<file path="config.mk">
export PLATFORM = sky130hd
export DESIGN_NAME = hilo_muldiv_unit
export DESIGN_NICKNAME = d
export VERILOG_FILES = /design/src/rtl/muldiv_pkg.sv /design/src/rtl/muldiv_iter_core.sv /design/src/rtl/hilo_muldiv_unit.sv
export SDC_FILE = /design/constraint.sdc
export NUM_CORES = 1
export LEC_CHECK = 0
export ABC_AREA = 1
export BUFFER_PORTS_ARGS = -buffer_cell sky130_fd_sc_hd__buf_2
export CELL_PAD_IN_SITES_DETAIL_PLACEMENT = 0
export CELL_PAD_IN_SITES_GLOBAL_PLACEMENT = 1
export CORE_ASPECT_RATIO = 2
export CORE_MARGIN = 2
export CORE_UTILIZATION = 30
export CTS_CLUSTER_SIZE = 12
export DETAILED_ROUTE_END_ITERATION = 6
export PLACE_DENSITY = 0.72
export SYNTH_ARGS = -nofsm -noshare
export SYNTH_HDL_FRONTEND = slang
export SYNTH_SLANG_ARGS = --single-unit
</file>
<file path="constraint.sdc">
create_clock -name clk -period 5.05 [get_ports clk]
set_input_delay 1.01 -clock clk [delete_from_list [all_inputs] [get_ports clk]]
set_output_delay 1.01 -clock clk [all_outputs]
set_load 0.05 [all_outputs]
</file>
<file path="src/rtl/muldiv_pkg.sv">
// muldiv_pkg: shared definitions for the HI/LO multiply/divide unit
//   - ALU_* control codes for the HI/LO group driven by the decoder
//   - state_e : IDLE / RUN / DONE sequencing of the iterative unit
//   - DIV0_LO : LO value committed on a divide by zero
package muldiv_pkg;
   localparam logic [4:0] ALU_MULT  = 5'd10;
   localparam logic [4:0] ALU_MULTU = 5'd11;
   localparam logic [4:0] ALU_DIV   = 5'd12;
   localparam logic [4:0] ALU_DIVU  = 5'd13;
   localparam logic [4:0] ALU_MTHI  = 5'd14;
   localparam logic [4:0] ALU_MTLO  = 5'd15;
   typedef enum logic [1:0] {IDLE, RUN, DONE} state_e;
   localparam logic [31:0] DIV0_LO = '1;
endpackage

</file>
<file path="src/rtl/muldiv_iter_core.sv">
// muldiv_iter_core: unsigned magnitude datapath, one mul or div step per cycle
//   clk, rst           : clock, synchronous active-high reset
//   load_i             : latch magnitudes a_i/b_i and the operation kind
//   step_i             : perform one shift-add (mul) or restoring step (div)
//   is_div_i           : operation kind sampled with load_i
//   a_i, b_i           : operand magnitudes
//   res_hi_o, res_lo_o : accumulator value after the current step
module muldiv_iter_core #(
   parameter int WIDTH = 32
) (
   input  logic             clk,
   input  logic             rst,
   input  logic             load_i,
   input  logic             step_i,
   input  logic             is_div_i,
   input  logic [WIDTH-1:0] a_i,
   input  logic [WIDTH-1:0] b_i,
   output logic [WIDTH-1:0] res_hi_o,
   output logic [WIDTH-1:0] res_lo_o
);
   logic [2*WIDTH-1:0] acc_q, acc_d, step_acc;
   logic [WIDTH-1:0]   b_q, b_d;
   logic               is_div_q, is_div_d;
   logic [WIDTH:0]     sum, trial;
   always_comb begin
      // mul: add multiplicand on LSB of multiplier, shift right with the carry
      sum      = {1'b0, acc_q[2*WIDTH-1:WIDTH]} + {1'b0, acc_q[0] ? b_q : {WIDTH{1'b0}}};
      // div: shifted partial remainder minus divisor; MSB set means borrow
      trial    = acc_q[2*WIDTH-1:WIDTH-1] - {1'b0, b_q};
      step_acc = is_div_q ? (trial[WIDTH] ? {acc_q[2*WIDTH-2:0], 1'b0}
                                          : {trial[WIDTH-1:0], acc_q[WIDTH-2:0], 1'b1})
                          : {sum, acc_q[WIDTH-1:1]};
      acc_d    = load_i ? {{WIDTH{1'b0}}, a_i} : step_i ? step_acc : acc_q;
      b_d      = load_i ? b_i : b_q;
      is_div_d = load_i ? is_div_i : is_div_q;
   end
   always_ff @(posedge clk) begin
      if (rst) begin
         acc_q    <= '0;
         b_q      <= '0;
         is_div_q <= 1'b0;
      end else begin
         acc_q    <= acc_d;
         b_q      <= b_d;
         is_div_q <= is_div_d;
      end
   end
   assign res_hi_o = step_acc[2*WIDTH-1:WIDTH];
   assign res_lo_o = step_acc[WIDTH-1:0];
endmodule

</file>
<file path="src/rtl/hilo_muldiv_unit.sv">
// hilo_muldiv_unit: HI/LO registers with iterative mult/div and MTHI/MTLO
//   clk, rst         : clock, synchronous active-high reset
//   flush_i, stall_i : pipeline flush of EX / downstream stall
//   valid_i          : EX instruction valid
//   alucontrol_i     : ALU control code
//   srca_i, srcb_i   : rs / rt operands
//   busy_o, done_o   : pipeline stall request / result committed
//   hi_o, lo_o       : architectural HI / LO
module hilo_muldiv_unit
   import muldiv_pkg::*;
#(
   parameter int WIDTH = 32,
   parameter int ITER  = 32
) (
   input  logic             clk,
   input  logic             rst,
   input  logic             flush_i,
   input  logic             stall_i,
   input  logic             valid_i,
   input  logic [4:0]       alucontrol_i,
   input  logic [WIDTH-1:0] srca_i,
   input  logic [WIDTH-1:0] srcb_i,
   output logic             busy_o,
   output logic             done_o,
   output logic [WIDTH-1:0] hi_o,
   output logic [WIDTH-1:0] lo_o
);
   localparam int CW = $clog2(ITER);
   state_e             state_q, state_d;
   logic [CW-1:0]      cnt_q, cnt_d;
   logic [WIDTH-1:0]   hi_q, hi_d, lo_q, lo_d;
   logic               neg_q, neg_d, rneg_q, rneg_d, div_q, div_d;
   logic               is_mul, is_div, is_sgn, idle_ok, start, div0, last;
   logic [WIDTH-1:0]   a_mag, b_mag, res_hi, res_lo;
   logic [2*WIDTH-1:0] prod, prod_fix;
   assign is_mul   = alucontrol_i == ALU_MULT || alucontrol_i == ALU_MULTU;
   assign is_div   = alucontrol_i == ALU_DIV || alucontrol_i == ALU_DIVU;
   assign is_sgn   = alucontrol_i == ALU_MULT || alucontrol_i == ALU_DIV;
   assign idle_ok  = valid_i & ~flush_i & (state_q == IDLE);
   assign start    = idle_ok & (is_mul | is_div);
   assign div0     = is_div & (srcb_i == '0);
   assign last     = (state_q == RUN) & ~flush_i & (cnt_q == '0);
   assign a_mag    = (is_sgn & srca_i[WIDTH-1]) ? -srca_i : srca_i;
   assign b_mag    = (is_sgn & srcb_i[WIDTH-1]) ? -srcb_i : srcb_i;
   assign prod     = {res_hi, res_lo};
   assign prod_fix = neg_q ? -prod : prod;
   muldiv_iter_core #(.WIDTH(WIDTH)) u_core (
      .clk      (clk),
      .rst      (rst),
      .load_i   (start),
      .step_i   (state_q == RUN),
      .is_div_i (is_div),
      .a_i      (a_mag),
      .b_i      (b_mag),
      .res_hi_o (res_hi),
      .res_lo_o (res_lo)
   );
   always_ff @(posedge clk) begin
      if (rst) begin
         state_q <= IDLE;
         cnt_q   <= '0;
         hi_q    <= '0;
         lo_q    <= '0;
         neg_q   <= 1'b0;
         rneg_q  <= 1'b0;
         div_q   <= 1'b0;
      end else begin
         state_q <= state_d;
         cnt_q   <= cnt_d;
         hi_q    <= hi_d;
         lo_q    <= lo_d;
         neg_q   <= neg_d;
         rneg_q  <= rneg_d;
         div_q   <= div_d;
      end
   end
   always_comb begin
      state_d = state_q;
      case (state_q)
         IDLE:    state_d = start ? (div0 ? DONE : RUN) : IDLE;
         RUN:     state_d = flush_i ? IDLE : (cnt_q == '0 ? DONE : RUN);
         DONE:    state_d = stall_i ? DONE : IDLE;
         default: state_d = IDLE;
      endcase
   end
   always_comb begin
      cnt_d  = start ? CW'(ITER - 1) : (state_q == RUN ? cnt_q - CW'(1) : cnt_q);
      // quotient/product sign and remainder sign follow the operand signs
      neg_d  = start ? is_sgn & (srca_i[WIDTH-1] ^ srcb_i[WIDTH-1]) : neg_q;
      rneg_d = start ? is_sgn & srca_i[WIDTH-1] : rneg_q;
      div_d  = start ? is_div : div_q;
      hi_d   = hi_q;
      lo_d   = lo_q;
      if (idle_ok && alucontrol_i == ALU_MTHI) hi_d = srca_i;
      if (idle_ok && alucontrol_i == ALU_MTLO) lo_d = srca_i;
      if (start && div0) begin
         hi_d = srca_i;
         lo_d = DIV0_LO[WIDTH-1:0];
      end
      if (last) begin
         hi_d = div_q ? (rneg_q ? -res_hi : res_hi) : prod_fix[2*WIDTH-1:WIDTH];
         lo_d = div_q ? (neg_q ? -res_lo : res_lo) : prod_fix[WIDTH-1:0];
      end
   end
   always_comb begin
      busy_o = (state_q == IDLE) ? start : (state_q == RUN) & ~flush_i;
      done_o = state_q == DONE;
      hi_o   = hi_q;
      lo_o   = lo_q;
   end
endmodule

</file>
-- Word-level counts from Yosys, hierarchy flattened
Index checks and enable logic that the tools add are counted.
W data, S select, Z words.
- logic and storage cells: 78
- register bits: 170
- add/subtract/negate cells: 8
- bitwise operators: 12
- multiplexer cells: 27
- equality and inequality tests: 8
- reduce and logical (&&, ||, !) cells: 13
- operators by type and width (operator ; number):
    $mux W32 ; 15
    $mux W64 ; 3
    $neg A32 Y32 ; 4
    $neg A64 Y64 ; 1
    $add A32 B32 Y33 ; 1
    $sub A33 B32 Y33 ; 1
    $logic_not A32 Y1 ; 1
    $eq A5 B4 Y1 const B ; 6
    $mux W2 ; 5
    $mux W5 ; 2
    $and A1 B1 Y1 ; 9
    $pmux W2 S3 ; 1
    $reduce_bool A3 Y1 ; 2
    $logic_not A5 Y1 ; 1
    $sub A5 B1 Y5 const B ; 1
    $logic_and A1 B1 Y1 ; 3
    $logic_or A1 B1 Y1 ; 3
    $eq A2 B1 Y1 const B ; 1
    $eq A2 B2 Y1 const B ; 1
    $logic_not A2 Y1 ; 1
    $reduce_bool A2 Y1 ; 1
    $reduce_or A2 Y1 ; 1
    $mux W1 ; 1
    $not A1 Y1 ; 1
    other kinds (2) ; 2

-- Longest topological paths before layout
Gate-level depths: netlist (run 1).
- depth after elaboration: 7
- mapped depth: 35
- mapped depth without buffers: 35

-- By module
Synthesis (run 1) repeated with hierarchy kept, for this count alone.
- cells, all modules: 3188
- area total of the unflattened synthesis: 17850.9 sq um
- modules (own cells, without submodules) (module ; times used ; cells an instance ; sequential area each (sq um) ; area each (sq um)):
    muldiv_iter_core ; 1 ; 1771 ; 1941.9 ; 9867.0
    hilo_muldiv_unit ; 1 ; 1417 ; 1481.4 ; 7983.9

-- Worst setup path before layout (run 1)
No wires, ideal clock.
- kind: reg-to-reg
- from: register u_core.acc_q[31]
- to: register hi_q[18] (netlist: hi_o[18])
- path buffers: 0
- setup time: 109 ps
- path slack: 1350 ps
- clock period less this slack: 3700 ps
- stages on the path, launching flop included: 35
- arrival: 3591 ps
- path through: dfxtp_1 > inv_1 > ha_1 > inv_1 > fa_1 > nand2_1 > nand2_1 > nand3_1 > nand2_2 > nand2_2 > nand2_2 > nand2_4 > nand3_4 > nand3_2 > nand2_2 > inv_1 > ha_1 > nand2_1 > nor2_1 > nand4_1 > nor2_2 > nand3_2 > nor2_4 > nand4_1 > nand3b_1 > nor2_2 > nand2_1 > nand2_1 > nand2_1 > nand2_1 > nand2_1 > nand3_1 > nand3_1 > nand2_1 > inv_1
- word-level cells in the longest chain between the ends: 7
- elaborated cells between the ends (all ways): 9
- ends and longest elaborated chain (item ; line ; RTL):
    start: declaration ; muldiv_iter_core.sv:21 ; logic [2*WIDTH-1:0] acc_q, acc_d, step_acc;
    start signal: assignment ; muldiv_iter_core.sv:39 ; acc_q <= '0;
    start signal: assignment ; muldiv_iter_core.sv:43 ; acc_q <= acc_d;
    $sub A33 B32 Y33 ; muldiv_iter_core.sv:29 ; trial = acc_q[2*WIDTH-1:WIDTH-1] - {1'b0, b_q};
    $mux W64 ; muldiv_iter_core.sv:30 ; step_acc = is_div_q ? (trial[WIDTH] ? {acc_q[2*WIDTH-2:0], 1'b0}
    $mux W64 * ; muldiv_iter_core.sv:30 ;
    $neg A64 Y64 / $neg A32 Y32 (equally long branches) ; hilo_muldiv_unit.sv:46, hilo_muldiv_unit.sv:101 ;
    $mux W64 / $mux W32 (equally long branches) ; hilo_muldiv_unit.sv:46, hilo_muldiv_unit.sv:101 ;
    $mux W32 * ; hilo_muldiv_unit.sv:101 ; hi_d = div_q ? (rneg_q ? -res_hi : res_hi) : prod_fix[2*WIDTH-1:WIDTH];
    $mux W32 * ; hilo_muldiv_unit.sv:100 ; if (last) begin
    end signal: assignment ; hilo_muldiv_unit.sv:70 ; hi_q <= hi_d;
    end: declaration ; hilo_muldiv_unit.sv:31 ; logic [WIDTH-1:0] hi_q, hi_d, lo_q, lo_d;
Mark *: on every way between the ends. The rest lies on a longest branch, timed or not.
A chain may end at the register's enable or synchronous reset.

-- Worst setup path in the final report (run 1)
- from: register u_core.acc_q[0]
- to: register hi_q[27] (netlist: hi_o[27])
- word-level cells in the longest chain between the ends: 7
- elaborated cells between the ends (all ways): 10
- ends and longest elaborated chain (item ; line ; RTL):
    $mux W32 ; muldiv_iter_core.sv:27 ; sum = {1'b0, acc_q[2*WIDTH-1:WIDTH]} + {1'b0, acc_q[0] ? b_q : {WIDTH{1'b0}}};
    $add A32 B32 Y33 ; muldiv_iter_core.sv:27 ;
    $mux W64 * ; muldiv_iter_core.sv:30 ;
    $neg A64 Y64 / $neg A32 Y32 (equally long branches) ; hilo_muldiv_unit.sv:46, hilo_muldiv_unit.sv:101 ;
    $mux W64 / $mux W32 (equally long branches) ; hilo_muldiv_unit.sv:46, hilo_muldiv_unit.sv:101 ;
    $mux W32 * ; hilo_muldiv_unit.sv:101 ;
    $mux W32 * ; hilo_muldiv_unit.sv:100 ;
Marked as above.

==> results of run 1 <==
## final cells by class
cell class | instances | area [µm²] | share of cell area
clock inverters | 13 | 153 | 0.00769
multi-input cells | 2328 | 11900 | 0.599
inverters | 456 | 1710 | 0.0862
diodes | 1 | 2.50 | 0.000126
repair buffers | 210 | 1280 | 0.0644
well taps | 762 | 953 | 0.0480
clock buffers | 19 | 453 | 0.0228
flip-flops and latches | 170 | 3410 | 0.172
## metrics by stage
stage               cell area (µm²)  power, mW  utilization
global route                  19900       4.49        0.343
finish                        19900       4.32        0.343
floorplan                     17500       2.34            -
global placement              19200       2.86        0.333
detailed placement            19200       2.85        0.333
CTS                           19900       4.31        0.343
## cells in the final DEF (no fill, tap or decap), types with 17 or more instances in the layout
master / Yosys / layout
a31oi_1: 19 / 19
nand4_1: 32 / 32
o21ai_1: 16 / 17
nand2_2: 46 / 48
nand2_1: 844 / 842
inv_1: 446 / 445
buf_2: 18 / 139
ha_1: 69 / 69
xnor2_1: 18 / 18
xor2_1: 49 / 49
a21oi_1: 223 / 223
nand3_2: 18 / 18
nor2_1: 250 / 247
buf_4: 5 / 67
nor2_2: 29 / 30
o21ai_0: 282 / 281
nand3b_1: 21 / 21
nor3_1: 51 / 51
dfxtp_1: 170 / 169
o211ai_1: 19 / 19
o21bai_1: 18 / 18
nand3_1: 194 / 194
clkbuf_16: 0 / 17
o22ai_1: 27 / 27
## how the worst max path moves through the flow
stage / cells past startpoint / to / slack, ns
2_1_floorplan: 34 / hi_o[18] / 1.35
3_3_place_gp: 32 / hi_o[26] / 0.56
3_5_place_dp: 31 / hi_o[30] / 0.50
4_1_cts: 31 / hi_o[22] / 0.48
5_1_grt: 32 / hi_o[22] / 0.01
6_report: 25 / hi_o[27] / 0.26
## power breakdown
group          internal [mW]  leakage [nW]  switching, mW
Combinational          0.410          8.66           1.06
Clock                  0.768         0.295          0.692
Sequential              1.36          1.37         0.0210
Total                   2.54          10.3           1.78
## worst register-to-register path: cells and delay by family, from the launching register on
kind / cells / cell delay (ns)
buffers and inverters: 3 / 0.50
and+or+nand+nor: 19 / 2.50
AOI/OAI and AO/OA: 2 / 0.80
DFF: 1 / 0.58
adders and majority gates: 1 / 0.27
## cells by family (layout without fill, tap and decap cells)
| kind of cell | count (synthesis) | after routing | synth area share |
|---|---|---|---|
| XOR/XNOR | 67 | 67 | 0.0335 |
| buffers and inverters | 569 | 698 | 0.128 |
| AND/OR/NAND/NOR | 1541 | 1541 | 0.390 |
| other | 0 | 1 | 0 |
| AO/OA/AOI/OAI | 649 | 649 | 0.203 |
| adder cells (fa/ha/maj) | 71 | 71 | 0.0515 |
| flip-flops | 170 | 170 | 0.194 |
## sequential cells by signal, summed over array words and instances, names as in the netlist
register,count
u_core.acc_q,64
hi_o,32
lo_o,32
u_core.b_q,32
cnt_q,5
state_q,2
div_q,1
neg_q,1
rneg_q,1
## routing by layer
layer | up-vias | track usage | part of all wire
met2 | 787 | 0.584 | 0.52
met3 | 402 | 0.0398 | 0.037
met1 | 9452 | 0.261 | 0.31
met5 | - | 0 | 0.00014
li1 | 10177 | - | -
met4 | 2 | 0.339 | 0.13
==> metrics.cfg, run 1 <==
[layout]
nFillCells = 6735
final_cells = 3959
final_nets = 3328
area_delta_synth_final_pct = 13.3
final_layout_size_suffix_gt1_frac = 0.124

[worst_setup_path]
crit_type = reg -> reg
critPathCaptureType = flip-flop
path_delay_family = simple AND/OR/NAND/NOR gates
cpPeakStageDelay_ns = 0.75
reg2reg_slack_ns = 0.26
r2r-end = hi_o[27]
crit_slowest_cell = o21bai_1
worstPathMaxFanout = 27
r2r_cells = 25
critical_path.reg2reg.startpoint = u_core.acc_q[0]
cp_common_cell = nand2_1
startpoint = u_core.acc_q[0]
crit_required_ns = 5.39
critical_path_buf_inv_count = 3
start_kind = flip-flop
cp_data_arrival_time_ns = 5.14

[hold_path]
hold_end = u_core.acc_q[8]
hold_path.class = reg -> reg
worstHoldPathCells = 2
min-delay-start = u_core.acc_q[8]

[outcome]
outcome = finished clean

[sta]
holdWs_ns = 0.465
finalWorstSetupSlack_ns = 0.256
clock_skew_ns = 0.0140
max_freq_mhz = 209
maxSlewHeadroom = 0.188
setup_viol = 0
worst_slew_pin_slew_ns = 1.22
fin_crit_sh = 0.949
finalSetupTns_ns = 0
slew_viol_final = 0
rsz0062_at_grt = no
hold_viol_final = 0
period_needed_ns = 4.79

[yosys]
yosys.area.top_type = dfxtp_1
synthFlopType = dfxtp_1
syn_nets = 3212
synth_warnings = 0
ys_seq_elements = 170
synth.distinct_cells = 61
syn-cell-area_mm2 = 0.0175
synth.top_cells.by_count = 844 x nand2_1, 446 x inv_1, 282 x o21ai_0
synth_most_common_cell = nand2_1
syn_avg_cell_area_um2 = 5.72
synth_area_leaders = dfxtp_1 19%, nand2_1 18%, inv_1 9.6%
synth_edf_count = 0
seq_area_frac_synth = 0.194
syn_inst = 3067
synth_top_area_frac = 0.194
async_flop_share = 0

[place]
place_congestion = 1.02
placed_cells = 3926
port_buffers = 139
dp_slack_ns = 0.499
dp_hpwl_um = 76800

[route]
drt_wl_total_um = 94700
vias = 20820
drt.antenna.violating_nets = 0
dr.pass1.iters = 5
drc = 0
initialDrtViolationCount = 1272
wl_per_cell_um = 23.9
via_per_inst = 5.26

[cts]
clk_path_buf_depth = 2
path_clk_slew_ns = 0.08
cts_max_level = 4
cts_tree = yes
cts_setup_buffers = 0
cts-root-buf = clkbuf_16
clkLatencyLatePin_ns = 0.49
holdBufCountCts = 0
cts_buffers = 17
cts.sinks = 170
ctsResizeCount = 0

[die]
die_y_um = 346
die_area_mm2 = 0.0605
fp-row-count = 125
die_w_um = 175
core_mm2 = 0.0579
io_pins = 140
initial_core_util = 0.303

[job]
drv_cap = 0

[global_routing]
grt_overflow = 0
grt_util_all_layers = 0.310
antenna_found_initial = 4
grt_pass1_vias = 21016
grt_pass1_wl_um = 136000
grt_max_degree = 67

[power]
p_per_area_mw_per_mm2 = 217
irDropWorstVdd_mv = 0.251
p_leak_nw = 10.3

(Power assumes the default switching activity.)
==> run 2: changes to the inputs <==
Settings changed: PLACE_DENSITY 0.72 to 0.75.
Clock period 5.05 ns to 4.4 ns, I/O delays scaled along.
==> metrics.cfg, run 2 (synthesized netlist as in run 1, its figures left out) <==
[outcome]
outcome = finished clean

[power]
power_frac_seq = 0.316  ; -0.004
p_leak_nw = 10.8  ; +4.3%
swShare = 0.409  ; -0.00265
p_per_area_mw_per_mm2 = 241  ; +11%
combPwrFrac = 0.362  ; +0.020
irDropWorstVdd_mv = 0.262  ; +4.4%
power_frac_clock = 0.323  ; -0.015
internal_power_mw = 2.97  ; +17%
p_sw_mw = 2.05  ; +16%

[sta]
clock_skew_ns = 0.0176  ; +0.00354 ns
max_freq_mhz = 237  ; +13%
slew_viol_final = 0  ; unchanged
fin_crit_sh = 0.960  ; +0.0110
holdWs_ns = 0.466  ; +0.00119 ns
period_needed_ns = 4.23  ; -0.569 ns
finalWorstSetupSlack_ns = 0.175  ; -0.0813 ns
hold_viol_final = 0  ; unchanged
worst_slew_pin_slew_ns = 1.22  ; +0.00402 ns
setup_viol = 0  ; unchanged
finalSetupTns_ns = 0  ; unchanged
rsz0062_at_grt = yes
maxSlewHeadroom = 0.179  ; -0.00853

[worst_setup_path]
critical_path.reg2reg.startpoint = u_core.acc_q[0]
critPathCaptureType = flip-flop
r2r_cells = 27  ; +8.0%
reg2reg_slack_ns = 0.18  ; -0.08 ns
cpPeakStageDelay_ns = 0.54  ; -0.21 ns
crit_required_ns = 4.73  ; -0.66 ns
cp_common_cell = nand2_1
cp_data_arrival_time_ns = 4.56  ; -0.58 ns
worstPathMaxFanout = 5  ; -81%
crit_slowest_cell = dfxtp_1
r2r-end = hi_o[25]
crit_type = reg -> reg
start_kind = flip-flop

[cts]
holdBufCountCts = 0  ; unchanged
cts_tree = yes
clk_path_buf_depth = 2  ; unchanged
cts.sinks = 170  ; unchanged
path_clk_slew_ns = 0.07  ; about the same
clkLatencyLatePin_ns = 0.49  ; about the same
cts_buffers = 17  ; unchanged
cts-root-buf = clkbuf_16
cts_max_level = 4  ; unchanged

[route]
drc = 0  ; unchanged
via_per_inst = 5.28  ; +0.43%
initialDrtViolationCount = 1191  ; -6.4%
dr.pass1.iters = 6  ; +1
drt.antenna.violating_nets = 0  ; unchanged
vias = 21348  ; +2.5%
wl_per_cell_um = 23.0  ; -3.9%
drt_wl_total_um = 92900  ; -1.9%

[die]
io_pins = 140  ; unchanged
core_mm2 = 0.0579  ; unchanged
die_y_um = 346  ; unchanged
fp-row-count = 125  ; unchanged
die_area_mm2 = 0.0605  ; unchanged
die_w_um = 175  ; unchanged
initial_core_util = 0.303  ; unchanged

[layout]
multi_input_area_mm2 = 0.0122  ; +2.4%
final_common_cell = nand2_1
area_delta_synth_final_pct = 18.6
top_register = u_core.acc_q
nFillCells = 6730  ; -0.074%
largest_reg_flops = 64  ; unchanged
final_nets = 3411  ; +2.5%
final_layout_size_suffix_gt1_frac = 0.159  ; +0.0353
register_area_mm2 = 0.00341  ; +0.15%
final_cell_mix = 834 x nand2_1, 442 x inv_1, 281 x o21ai_0

[hold_path]
hold_path.class = reg -> reg
worstHoldPathCells = 2  ; unchanged
min-delay-start = u_core.acc_q[12]
hold_end = u_core.acc_q[12]

[global_routing]
grt_pass1_wl_um = 134000  ; -1.1%
met1_usage = 0.250  ; -0.0106
grt_util_all_layers = 0.302  ; -0.00775
grt_overflow = 0  ; unchanged
met2_usage = 0.570  ; -0.0145
grt_busiest_layer = met2
antenna_found_initial = 1  ; -3
grt_max_degree = 67  ; unchanged
grt_pass1_vias = 21872  ; +4.1%
grt_util_met3 = 0.0316  ; -0.00825

[job]
drv_cap = 0  ; unchanged

[place]
port_buffers = 139  ; unchanged
dp_slack_ns = 0.143  ; -0.356 ns
dp_hpwl_um = 76400  ; -0.53%
place_congestion = 1.03  ; +0.93%

-- run 2: changes by cell type in the layout (fill, tap and decap cells not counted), sizes merged --
cell | previous run | this run
clkinv | 5 | 10
inv | 460 | 456
clkinvlp | 2 | 1
buf | 210 | 293
-- run 2: worst max path at each step --
stage	startpoint	to	slack, ns	cells after the start
floorplan	u_core.acc_q[31]	hi_o[18]	0.70	34
global placement	u_core.acc_q[0]	hi_o[25]	0.14	27
detailed placement	u_core.acc_q[0]	hi_o[25]	0.14	27
CTS	u_core.acc_q[0]	hi_o[25]	0.13	27
global route	u_core.b_q[10]	hi_o[26]	-0.04	30
finish	u_core.acc_q[0]	hi_o[25]	0.18	27
-- run 2: timing repair --
action | in CTS | in global routing
gates resized for setup | 0 | 58
setup buffers | 0 | 8
endpoints found under the setup margin | 0 | 22
-- run 2: critical path, delay by kind of cell (launching register included) --
kind                     cells  cell delay [ns]
AO/OA/AOI/OAI                2             0.42
adder cells (fa/ha/maj)      2             0.53
buffers and inverters        2             0.23
flip-flops                   1             0.54
AND/OR/NAND/NOR             21             2.37
-- run 2: final cells by class --
class / instances / share of cell area
multi-input combinational: 2328 / 0.586
sequential: 170 / 0.164
timing repair buffer: 293 / 0.0933
inverter: 456 / 0.0823
tap: 762 / 0.0459
clock buffer: 19 / 0.0213
clock inverter: 13 / 0.00686
antenna: 1 / 0.000120
-- run 2: through the flow --
stage          area [µm²]  std cells   util  power [mW]
3_5_place_dp        19800       4001  0.343        3.33
6_report            20800       4042  0.359        5.02
3_3_place_gp        19800       4001  0.343        3.33
5_1_grt             20800       4042  0.359        5.22
2_1_floorplan       17500       3067      -        2.69
4_1_cts             20400       4033  0.353        4.95
-- run 2: per-layer routing --
layer	vias up	wire (µm)
met1	9807	28200
met2	802	48200
li1	10323	-
met5	-	0
met4	0	13000
met3	416	3560
-- run 2: power by group through the flow --
stage,clock (mW),sequential [mW],combinational (mW)
CTS,1.64,1.58,1.72
global route,1.69,1.59,1.94
finish,1.62,1.58,1.82
detailed placement,0,1.62,1.71
global placement,0,1.62,1.72
floorplan,0,1.64,1.05
==> run 3: changes to the inputs <==
Settings changed: SYNTH_HIERARCHICAL set to 1.
==> metrics.cfg, run 3 <==
[outcome]
outcome = finished clean

[worst_setup_path]
reg2reg_slack_ns = 0.13  ; -0.05 ns
cp_common_cell = nand2_1
crit_slowest_cell = fa_1
start_kind = flip-flop
critical_path.reg2reg.startpoint = u_core/acc_q[31]
critPathCaptureType = flip-flop
crit_required_ns = 4.83  ; +0.10 ns
cp_data_arrival_time_ns = 4.70  ; +0.14 ns
cpPeakStageDelay_ns = 0.41  ; -0.13 ns
worstPathMaxFanout = 8  ; +3
r2r_cells = 26  ; -3.7%
crit_type = reg -> reg
r2r-end = hi_o[0]

[layout]
fin_util = 0.357  ; -0.00214
largest_reg_flops = 64  ; unchanged
design_area_mm2 = 0.0211  ; +1.3%
final_cell_mix = 1,015 x nand2_1, 467 x inv_1, 302 x nor2_1
multi_input_area_mm2 = 0.0121  ; -0.71%
top_register = u_core/acc_q
nFillCells = 6902  ; +2.6%
register_area_mm2 = 0.00343  ; +0.44%
area_delta_synth_final_pct = 18.0
final_cells = 4199  ; +3.9%
final_common_cell = nand2_1
final_layout_size_suffix_gt1_frac = 0.152  ; -0.00676
antennaDiodeCount = 0  ; -1
final_nets = 3564  ; +4.5%

[yosys]
synth.distinct_cells = 53  ; -13%
synth_warnings = 6  ; +6
syn-cell-area_mm2 = 0.0179  ; +1.8%
synth_area_leaders = nand2_1 22%, dfxtp_1 19%, inv_1 9.9%
async_flop_share = 0  ; unchanged
synth_most_common_cell = nand2_1
syn_inst = 3188  ; +3.9%
seq_area_frac_synth = 0.192  ; -0.00238
synth_top_area_frac = 0.215  ; +0.0210
syn_avg_cell_area_um2 = 5.60  ; -2.0%
synthFlopType = dfxtp_1
synth_edf_count = 0  ; unchanged
syn_nets = 3334  ; +3.8%
yosys.area.top_type = nand2_1
synth.top_cells.by_count = 1,023 x nand2_1, 472 x inv_1, 316 x nor2_1
ys_seq_elements = 171  ; +0.59%

[die]
io_pins = 140  ; unchanged
die_y_um = 349  ; +0.90%
die_area_mm2 = 0.0616  ; +1.8%
fp-row-count = 126  ; +0.80%
core_mm2 = 0.0590  ; +1.9%
die_w_um = 176  ; +0.89%
initial_core_util = 0.303  ; about the same

[route]
wl_met3_um = 3240  ; -9.0%
maxUsedRoutingLayer = met5
vias = 21449  ; +0.47%
wl_met2_um = 48700  ; +1.0%
dr.pass1.iters = 6  ; unchanged
initialDrtViolationCount = 1530  ; +28%
wl_met1_um = 27800  ; -1.3%
drc = 0  ; unchanged
wl_per_cell_um = 21.8  ; -5.2%
drt_wl_total_um = 91500  ; -1.5%
via_per_inst = 5.11  ; -3.3%
drt.antenna.violating_nets = 0  ; unchanged

[sta]
period_needed_ns = 4.27  ; +0.0469 ns
slew_viol_final = 0  ; unchanged
max_freq_mhz = 234  ; -1.1%
holdWs_ns = 0.484  ; +0.0180 ns
finalSetupTns_ns = 0  ; unchanged
hold_viol_final = 0  ; unchanged
clock_skew_ns = 0.0146  ; -0.00300 ns
rsz0062_at_grt = yes
setup_viol = 0  ; unchanged
fin_crit_sh = 0.971  ; +0.0107
worst_slew_pin_slew_ns = 1.03  ; -0.195 ns
maxSlewHeadroom = 0.315  ; +0.136
finalWorstSetupSlack_ns = 0.128  ; -0.0469 ns

[cts]
cts_max_level = 4  ; unchanged
clkLatencyLatePin_ns = 0.49  ; about the same
clk_path_buf_depth = 2  ; unchanged
cts_tree = yes
cts_buffers = 17  ; unchanged
cts-root-buf = clkbuf_16
path_clk_slew_ns = 0.08  ; about the same
cts.sinks = 171  ; +0.59%

[place]
place_congestion = 1.06  ; +2.7%
dp_hpwl_um = 75600  ; -1.1%
placedInstanceArea_mm2 = 0.0203  ; +2.4%
port_buffers = 139  ; unchanged
dp_slack_ns = 0.0145  ; -0.129 ns
placed_cells = 4164  ; +4.1%

[global_routing]
antenna_found_initial = 1  ; unchanged
grt_pass1_wl_um = 133000  ; -0.51%
grt_util_all_layers = 0.298  ; -0.00425
grt_pass1_vias = 21829  ; -0.20%
grt_max_degree = 65  ; -3.0%
grt_overflow = 0  ; unchanged

[hold_path]
hold_path.class = reg -> reg
hold_end = hi_o[0]
worstHoldPathCells = 2  ; unchanged
min-delay-start = hi_o[0]

[job]
drv_cap = 0  ; unchanged

[power]
power.total_mw = 4.96  ; -1.2%
irDropWorstVdd_mv = 0.315  ; +20%
p_per_area_mw_per_mm2 = 236  ; -2.4%
p_leak_nw = 11.3  ; +4.4%

## run 3: cell count changes after synthesis, moves of 26 or more
cell / before / now
a211oi_1: 0 / 32
a21oi_1: 223 / 139
inv_1: 446 / 472
nand2_1: 844 / 1023
nand3_1: 194 / 291
nor2_1: 250 / 316
nor3_1: 51 / 20
o21ai_0: 282 / 135
o21ai_1: 16 / 48
## run 3: repair_timing
action / CTS / global route
setup endpoints to repair: 2 / 32
resized for setup: 1 / 46
setup buffers: 0 / 3
pin swaps: 0 / 3
hold buffers: 0 / 0
## run 3: final cells by class
type                       instances  share of cell area
clock buffer                      18              0.0204
clock inverter                    14             0.00648
inverter                         502              0.0895
multi-input combinational       2405               0.575
sequential                       171               0.163
tap                              768              0.0456
timing repair buffer             321               0.101
## run 3: how the worst max path moves through the flow
stage | from | endpoint | slack, ns | cells after the start
after floorplan | u_core/acc_q[31] | hi_o[14] | 1.04 | 31
after global placement | u_core/acc_q[31] | hi_o[15] | 0.06 | 32
after detailed placement | u_core/acc_q[31] | hi_o[15] | 0.01 | 32
after CTS | u_core/acc_q[31] | hi_o[20] | 0.01 | 31
after global routing | u_core/acc_q[31] | hi_o[11] | -0.08 | 30
final | u_core/acc_q[31] | hi_o[0] | 0.13 | 26
## run 3: critical path: cells and delay by family, from the launching register on
family                   cells  cell delay, ns
flip-flops                   1            0.34
buffers and inverters        3            0.30
AO/OA/AOI/OAI                2            0.63
adder cells (fa/ha/maj)      3            0.86
AND/OR/NAND/NOR             18            2.07
## run 3: per-layer routing
metal	vias up	track usage
li1	10536	-
met1	9866	0.246
met2	691	0.571
met3	354	0.0384
met4	2	0.317
met5	-	0
## run 3: power breakdown
group | total [mW] | switching (mW) | internal (mW)
sequential | 1.60 | 0.0235 | 1.57
combinational | 1.80 | 1.24 | 0.558
clock | 1.56 | 0.771 | 0.790
total | 4.96 | 2.04 | 2.92
## run 3: cells by family (layout without fill, tap and decap cells)
group / after synthesis / after routing / synth area share
adders and majority gates: 72 / 72 / 0.0513
xor gates and xnor gates: 87 / 87 / 0.0427
and+or+nand+nor: 1797 / 1797 / 0.432
buffers and inverters: 612 / 855 / 0.140
AOI/OAI and AO/OA: 449 / 449 / 0.143
DFF: 171 / 171 / 0.192
